[config.mk]
export PLATFORM = sky130hd
export DESIGN_NAME = bit_scan_16bit
export DESIGN_NICKNAME = d
export VERILOG_FILES = /design/src/rtl/bit_scan_16bit.sv
export SDC_FILE = /design/constraint.sdc
export NUM_CORES = 1
export LEC_CHECK = 0
export CORE_MARGIN = 8
export CORE_UTILIZATION = 51
export DETAILED_ROUTE_END_ITERATION = 7
export GPL_ROUTABILITY_DRIVEN = 0
export PLACE_DENSITY = 0.8
export SYNTH_ARGS = -nofsm -noshare
export SYNTH_HDL_FRONTEND = slang
export SYNTH_SLANG_ARGS = --single-unit
[constraint.sdc]
create_clock -name CLK -period 2.55 [get_ports CLK]
set_clock_uncertainty 0.05 [all_clocks]
set_input_delay 0.3825 -clock CLK [delete_from_list [all_inputs] [get_ports CLK]]
set_output_delay 0.3825 -clock CLK [all_outputs]
set_load 0.1 [all_outputs]
[src/rtl/bit_scan_16bit.sv]
// Sequential bit scanner: emits the index of each set bit of a loaded word, one per handshake.
// Define BIT_SCAN_MSB_FIRST_EN to emit highest-first instead of lowest-first.
module bit_scan_16bit #(
  parameter int WIDTH = 16,
  parameter int IDXW  = 4
) (
  input  logic             CLK,
  input  logic             RESETN,
  input  logic             LOAD,
  input  logic [WIDTH-1:0] A,
  input  logic             READY,
  output logic             BUSY,
  output logic             VALID,
  output logic [IDXW-1:0]  BS_OUT,
  output logic             LAST,
  output logic             DONE,
  output logic [IDXW:0]    COUNT
);

  typedef enum logic [1:0] {S_IDLE, S_SCAN, S_DONE} state_t;

  state_t           state;
  logic [WIDTH-1:0] w;
  logic [IDXW:0]    count;
  logic [IDXW-1:0]  sel;
  logic             one_hot;

  // Priority pick: the last match in loop order wins.
  always_comb begin
    sel = '0;
`ifdef BIT_SCAN_MSB_FIRST_EN
    for (int i = 0; i < WIDTH; i++)
      if (w[i]) sel = IDXW'(i);
`else
    for (int i = WIDTH-1; i >= 0; i--)
      if (w[i]) sel = IDXW'(i);
`endif
  end

  // Only meaningful in SCAN, where w is never zero.
  assign one_hot = ((w & (w - WIDTH'(1))) == '0);

  always_ff @(posedge CLK or negedge RESETN) begin
    if (!RESETN) begin
      state <= S_IDLE;
      w     <= '0;
      count <= '0;
    end else begin
      case (state)
        S_IDLE: if (LOAD) begin
          w     <= A;
          count <= '0;
          state <= (A != '0) ? S_SCAN : S_DONE;
        end
        S_SCAN: if (READY) begin
          w     <= w & ~(WIDTH'(1) << sel);
          count <= count + 1'b1;
          if (one_hot) state <= S_DONE;
        end
        S_DONE:  state <= S_IDLE;
        default: state <= S_IDLE;
      endcase
    end
  end

  assign BUSY   = (state != S_IDLE);
  assign VALID  = (state == S_SCAN);
  assign BS_OUT = VALID ? sel : '0;
  assign LAST   = VALID && one_hot;
  assign DONE   = (state == S_DONE);
  assign COUNT  = count;

endmodule

Word-level counts from Yosys, hierarchy flattened
Cells that the tools add are included.
- memory bits (writable): 0
- bits in latches: 0
- logic and storage cells: 50
- input bits: 20
- output and inout bits: 13
- memories: 0
- memory bits (read-only): 0
- register bits: 23
- multipliers: 0
- add/subtract/negate cells: 2
- shift-type cells: 1
- $lt $le $gt $ge: 0
- multiplexer cells: 28
- divide/modulo/power cells: 0
- bitwise gates (word level): 3
- reduce and logical (&&, ||, !) cells: 8
- equality and inequality tests: 5
- operators with widths (cell ; count):
    $mux W4 ; 17
    $and A16 B16 Y16 ; 2
    $mux W16 ; 2
    $pmux W16 S2 ; 1
    $logic_not A16 Y1 ; 1
    $not A16 Y16 ; 1
    $reduce_bool A16 Y1 ; 1
    $shl A1 B4 Y16 const A ; 1
    $sub A16 B1 Y16 const B ; 1
    $mux W5 ; 2
    $pmux W5 S2 ; 1
    $mux W2 ; 4
    $reduce_and A3 Y1 ; 2
    $add A5 B1 Y5 const B ; 1
    $ne A2 B2 Y1 const B ; 2
    $pmux W2 S2 ; 1
    $reduce_bool A2 Y1 ; 2
    $eq A2 B1 Y1 const B ; 1
    $eq A2 B2 Y1 const B ; 1
    $logic_not A2 Y1 ; 1
    $ne A2 B1 Y1 const B ; 1
    $logic_and A1 B1 Y1 ; 1

Longest topological paths before layout
- depth in word-level cells: 21
- depth in mapped cells: 9
- gate-level depth less buffers: 6

Worst setup path before layout
OpenSTA, ideal clock, no wires.
- path kind: reg-to-output
- from: register w[3]
- to: output port BS_OUT[3]
- data required time: 2118 ps
- cell stages (with the launch flop): 5
- slack: -1270 ps
- data arrival time: 3387 ps
- path buffers: 1
- cells stage by stage: dfrtp_1 -> buf_6 -> nor4_4 -> nand2_1 -> a311oi_1
- word-level cells in the longest chain between the ends: 5
- RTL lines (element ; RTL line ; RTL):
    from (decl) ; 23 ; logic [WIDTH-1:0] w;
    from (signal assigned) ; 56 ; w <= w & ~(WIDTH'(1) << sel);
    $mux W4 (4 in a row) ; 36 ; if (w[i]) sel = IDXW'(i);
    $mux W4 ; 68 ; assign BS_OUT = VALID ? sel : '0;
    to (decl) ; 14 ; output logic [IDXW-1:0] BS_OUT,
No other way between the ends.

Worst setup path in the final report
- from: register w[11]
- to: output port LAST
- word-level cells in the longest chain between the ends: 4
- RTL lines (element ; RTL line ; RTL):
    $sub A16 B1 Y16 ; 41 ; assign one_hot = ((w & (w - WIDTH'(1))) == '0);
    $and A16 B16 Y16 * ; 41 ;
    $logic_not A16 Y1 * ; 41 ;
    $logic_and A1 B1 Y1 * ; 69 ; assign LAST = VALID && one_hot;
    to (decl) ; 15 ; output logic LAST,
Every way passes the cells marked *; elsewhere a longest branch is shown, timed or not.

==> impl_metrics.env <==
export IMPL_gr_total_overflow=0
export IMPL_netlist_area_leader_share=0.359
export IMPL_syn_nets=194
export IMPL_violations="negative setup slack"
export IMPL_synth_area_um2=1610
export IMPL_io_pins=33
export IMPL_setup_violations=2
export IMPL_status="finished with violations"
export IMPL_p_total_uw=2280
export IMPL_p_switching_uw=1220
export IMPL_endpoint_kind="output pin"
export IMPL_dr_wl_met2_mm=2.50
export IMPL_clockBufferDepth=2
export IMPL_synth_area_leaders="dfrtp_1 36%, a22oi_1 5.6%, nand2_1 4.4%, nor2_1 4.0%, nor4_4 4.0%"
export IMPL_intPower_uw=1060
export IMPL_ys_seq_area_frac=0.359
export IMPL_met3_wirelength_um=308
export IMPL_nNetsFinal=243
export IMPL_diodes=0
export IMPL_drv_slew=0
export IMPL_rsz0062_at_grt="yes"
export IMPL_top_layer="met4"
export IMPL_clk_latency_ns=0.33
export IMPL_worst_slew_pin_transition_ns=1.19
export IMPL_yosys_top_cells_count="23 x dfrtp_1, 19 x nand2_1, 17 x nor2_1, 12 x a22oi_1, 7 x o21ai_0"
export IMPL_area_growth_pct=35.3
export IMPL_crit_arrival_ns=2.36
export IMPL_pwr_share_comb=0.651
export IMPL_fin_crit_ns=2.79
export IMPL_async_reset_ff_frac=1.00
export IMPL_dpl_hpwl_mm=3.65
export IMPL_slew_headroom=0.206
export IMPL_final_layout_size_suffix_gt1_frac=0.303
export IMPL_synth_seq_cells=23
export IMPL_holdWs_ns=0.334
export IMPL_row_count=20
export IMPL_fin_ws_ns=-0.243
export IMPL_dr_pass1_iters=5
export IMPL_path_class="reg2out"
export IMPL_die_h_um=72.1
export IMPL_grtUsageTotal=0.195
export IMPL_yosysMostFrequentCell="dfrtp_1"
export IMPL_routed_wl_mm=4.91
export IMPL_grt_pass1_wl_mm=8.18
export IMPL_max_vdd_ir_drop_mv=0.837
export IMPL_cp_required_ns=2.12
export IMPL_yosysUniqueCellTypes=52
export IMPL_clk_pin_slew_ns=0.14
export IMPL_synth_edf_count=0
export IMPL_io_buffers=32
export IMPL_synthCells=173
export IMPL_synth_ff_type="dfrtp_1"
export IMPL_antenna_found_initial=0
export IMPL_synth_top_area_cell="dfrtp_1"
export IMPL_first_global_vias=1664
export IMPL_cts_tree="done"
export IMPL_coreArea_um2=3030
export IMPL_vias=1634
export IMPL_cts_sinks=23
export IMPL_chipWidth_um=72.1
export IMPL_first_iter_violations=108
export IMPL_routed_via_density=6.17
export IMPL_grt_start_max_net_pins=22
export IMPL_fin_crit_sh=1.10
export IMPL_dieArea_um2=5200
export IMPL_ant_nets=0
export IMPL_route_layer_met1_wl_mm=2.01
export IMPL_p_leak_uw=0.000887
export IMPL_syn_avg_cell_area_um2=9.28
export IMPL_worstHoldPathType="in2async"
export IMPL_start_util=0.530
export IMPL_drc=0
export IMPL_htree_levels=1
export IMPL_path_max_fanout=3
export IMPL_wl_per_cell_um=18.5
export IMPL_start_kind="flip-flop"
export IMPL_max_freq_ghz=0.358
export IMPL_p_sw_frac=0.536
export IMPL_cts_root_buf="clkbuf_4"
export IMPL_maxCapViolations=0
export IMPL_finalHoldViolations=0
export IMPL_cts_made_buffers=3
export IMPL_p_clk_frac=0.081
export IMPL_yosys_warnings=0
export IMPL_p_seq_frac=0.269
export IMPL_p_per_area_nw_per_um2=1050
final timing paths:
check	slack, ns	endpoint	from	cells past startpoint
min	0.33	w[3]	RESETN	1
min in group CLK	0.55	COUNT[0]	COUNT[0]	1
max reg2reg	0.18	w[10]	w[11]	10
max in group asynchronous	1.52	w[11]	RESETN	2
max	-0.24	LAST	w[11]	7
min reg2reg	0.55	COUNT[0]	COUNT[0]	1
power by group through the flow:
stage	Clock [uW]	Combinational, uW	Sequential, uW
detailed placement	0	1410	618
finish	184	1490	614
CTS	189	1450	613
global placement	0	1390	607
floorplan	0	817	800
global route	200	1570	629
timing repair:
item,CTS,global route
buffers inserted,4,5
hold endpoints to repair,0,0
setup endpoints to repair,2,3
pin swaps,4,5
resized for setup,4,2
hold buffers,0,0
cell usage in the layout, fill, tap and decap left out, types with 2 or more instances in the layout:
| master | netlist | routed |
|---|---|---|
| a211oi_2 | 1 | 2 |
| a21oi_1 | 5 | 5 |
| a21oi_2 | 2 | 2 |
| a22o_1 | 3 | 3 |
| a22oi_1 | 12 | 12 |
| buf_12 | 0 | 5 |
| buf_4 | 1 | 32 |
| clkbuf_4 | 0 | 3 |
| clkdlybuf4s50_1 | 0 | 19 |
| dfrtp_1 | 23 | 20 |
| dfrtp_2 | 0 | 3 |
| inv_1 | 5 | 5 |
| maj3_1 | 2 | 2 |
| mux2i_1 | 2 | 2 |
| nand2_1 | 19 | 17 |
| nand2_2 | 0 | 2 |
| nand2b_1 | 3 | 3 |
| nand3_1 | 3 | 3 |
| nand4_1 | 4 | 4 |
| nor2_1 | 17 | 14 |
| nor2_2 | 0 | 2 |
| nor3_1 | 4 | 4 |
| nor4_1 | 6 | 6 |
| nor4_4 | 3 | 4 |
| o21a_1 | 2 | 2 |
| o21ai_0 | 7 | 7 |
| o311ai_0 | 5 | 5 |
| o31ai_1 | 4 | 4 |
| or2_2 | 2 | 2 |
| xor2_1 | 3 | 3 |
metal layers:
layer  GRT usage  up-vias
met5           0        -
met4      0.0884        0
met3      0.0496       11
met2       0.324       64
met1       0.229      802
li1            -      757
cell families after synthesis:
group,count (synthesis),synth area share
flops,23,0.359
fa+ha+maj,4,0.0273
simple gates,68,0.241
xor+xnor,3,0.0164
mux,2,0.0125
buf+inv,18,0.0842
compound gates,55,0.260
flip-flops by register name, indices dropped and copies added, names as in the netlist:
register and count:
COUNT 5, state 2, w 16
stage by stage:
step,setup slack (ns),instances,TNS [ns],util,area (um2)
CTS,-0.275,260,-0.275,0.702,2130
global route,-0.370,265,-0.512,0.717,2170
global placement,0.101,252,0,0.681,2060
floorplan,-0.286,173,-0.584,-,1640
detailed placement,0.0508,252,0,0.681,2060
finish,-0.243,265,-0.305,0.717,2170
critical path: stages, from the launching register on:
cell     delay, ns
dfrtp_2       0.46
nor4_4        0.35
nand4_1       0.15
maj3_2        0.34
nor4_4        0.30
nand2_2       0.11
nor2_4        0.14
buf_12        0.18
area by class of cell:
cell class                 count  area (um2)
fill                         223         856
tap                           44        55.1
clock inverter                 1        5.00
timing repair buffer          57         556
multi-input combinational    132         936
sequential                    23         579
inverter                       5        18.8
clock buffer                   3        22.5
No activity file was read; power rests on OpenSTA's default activity.
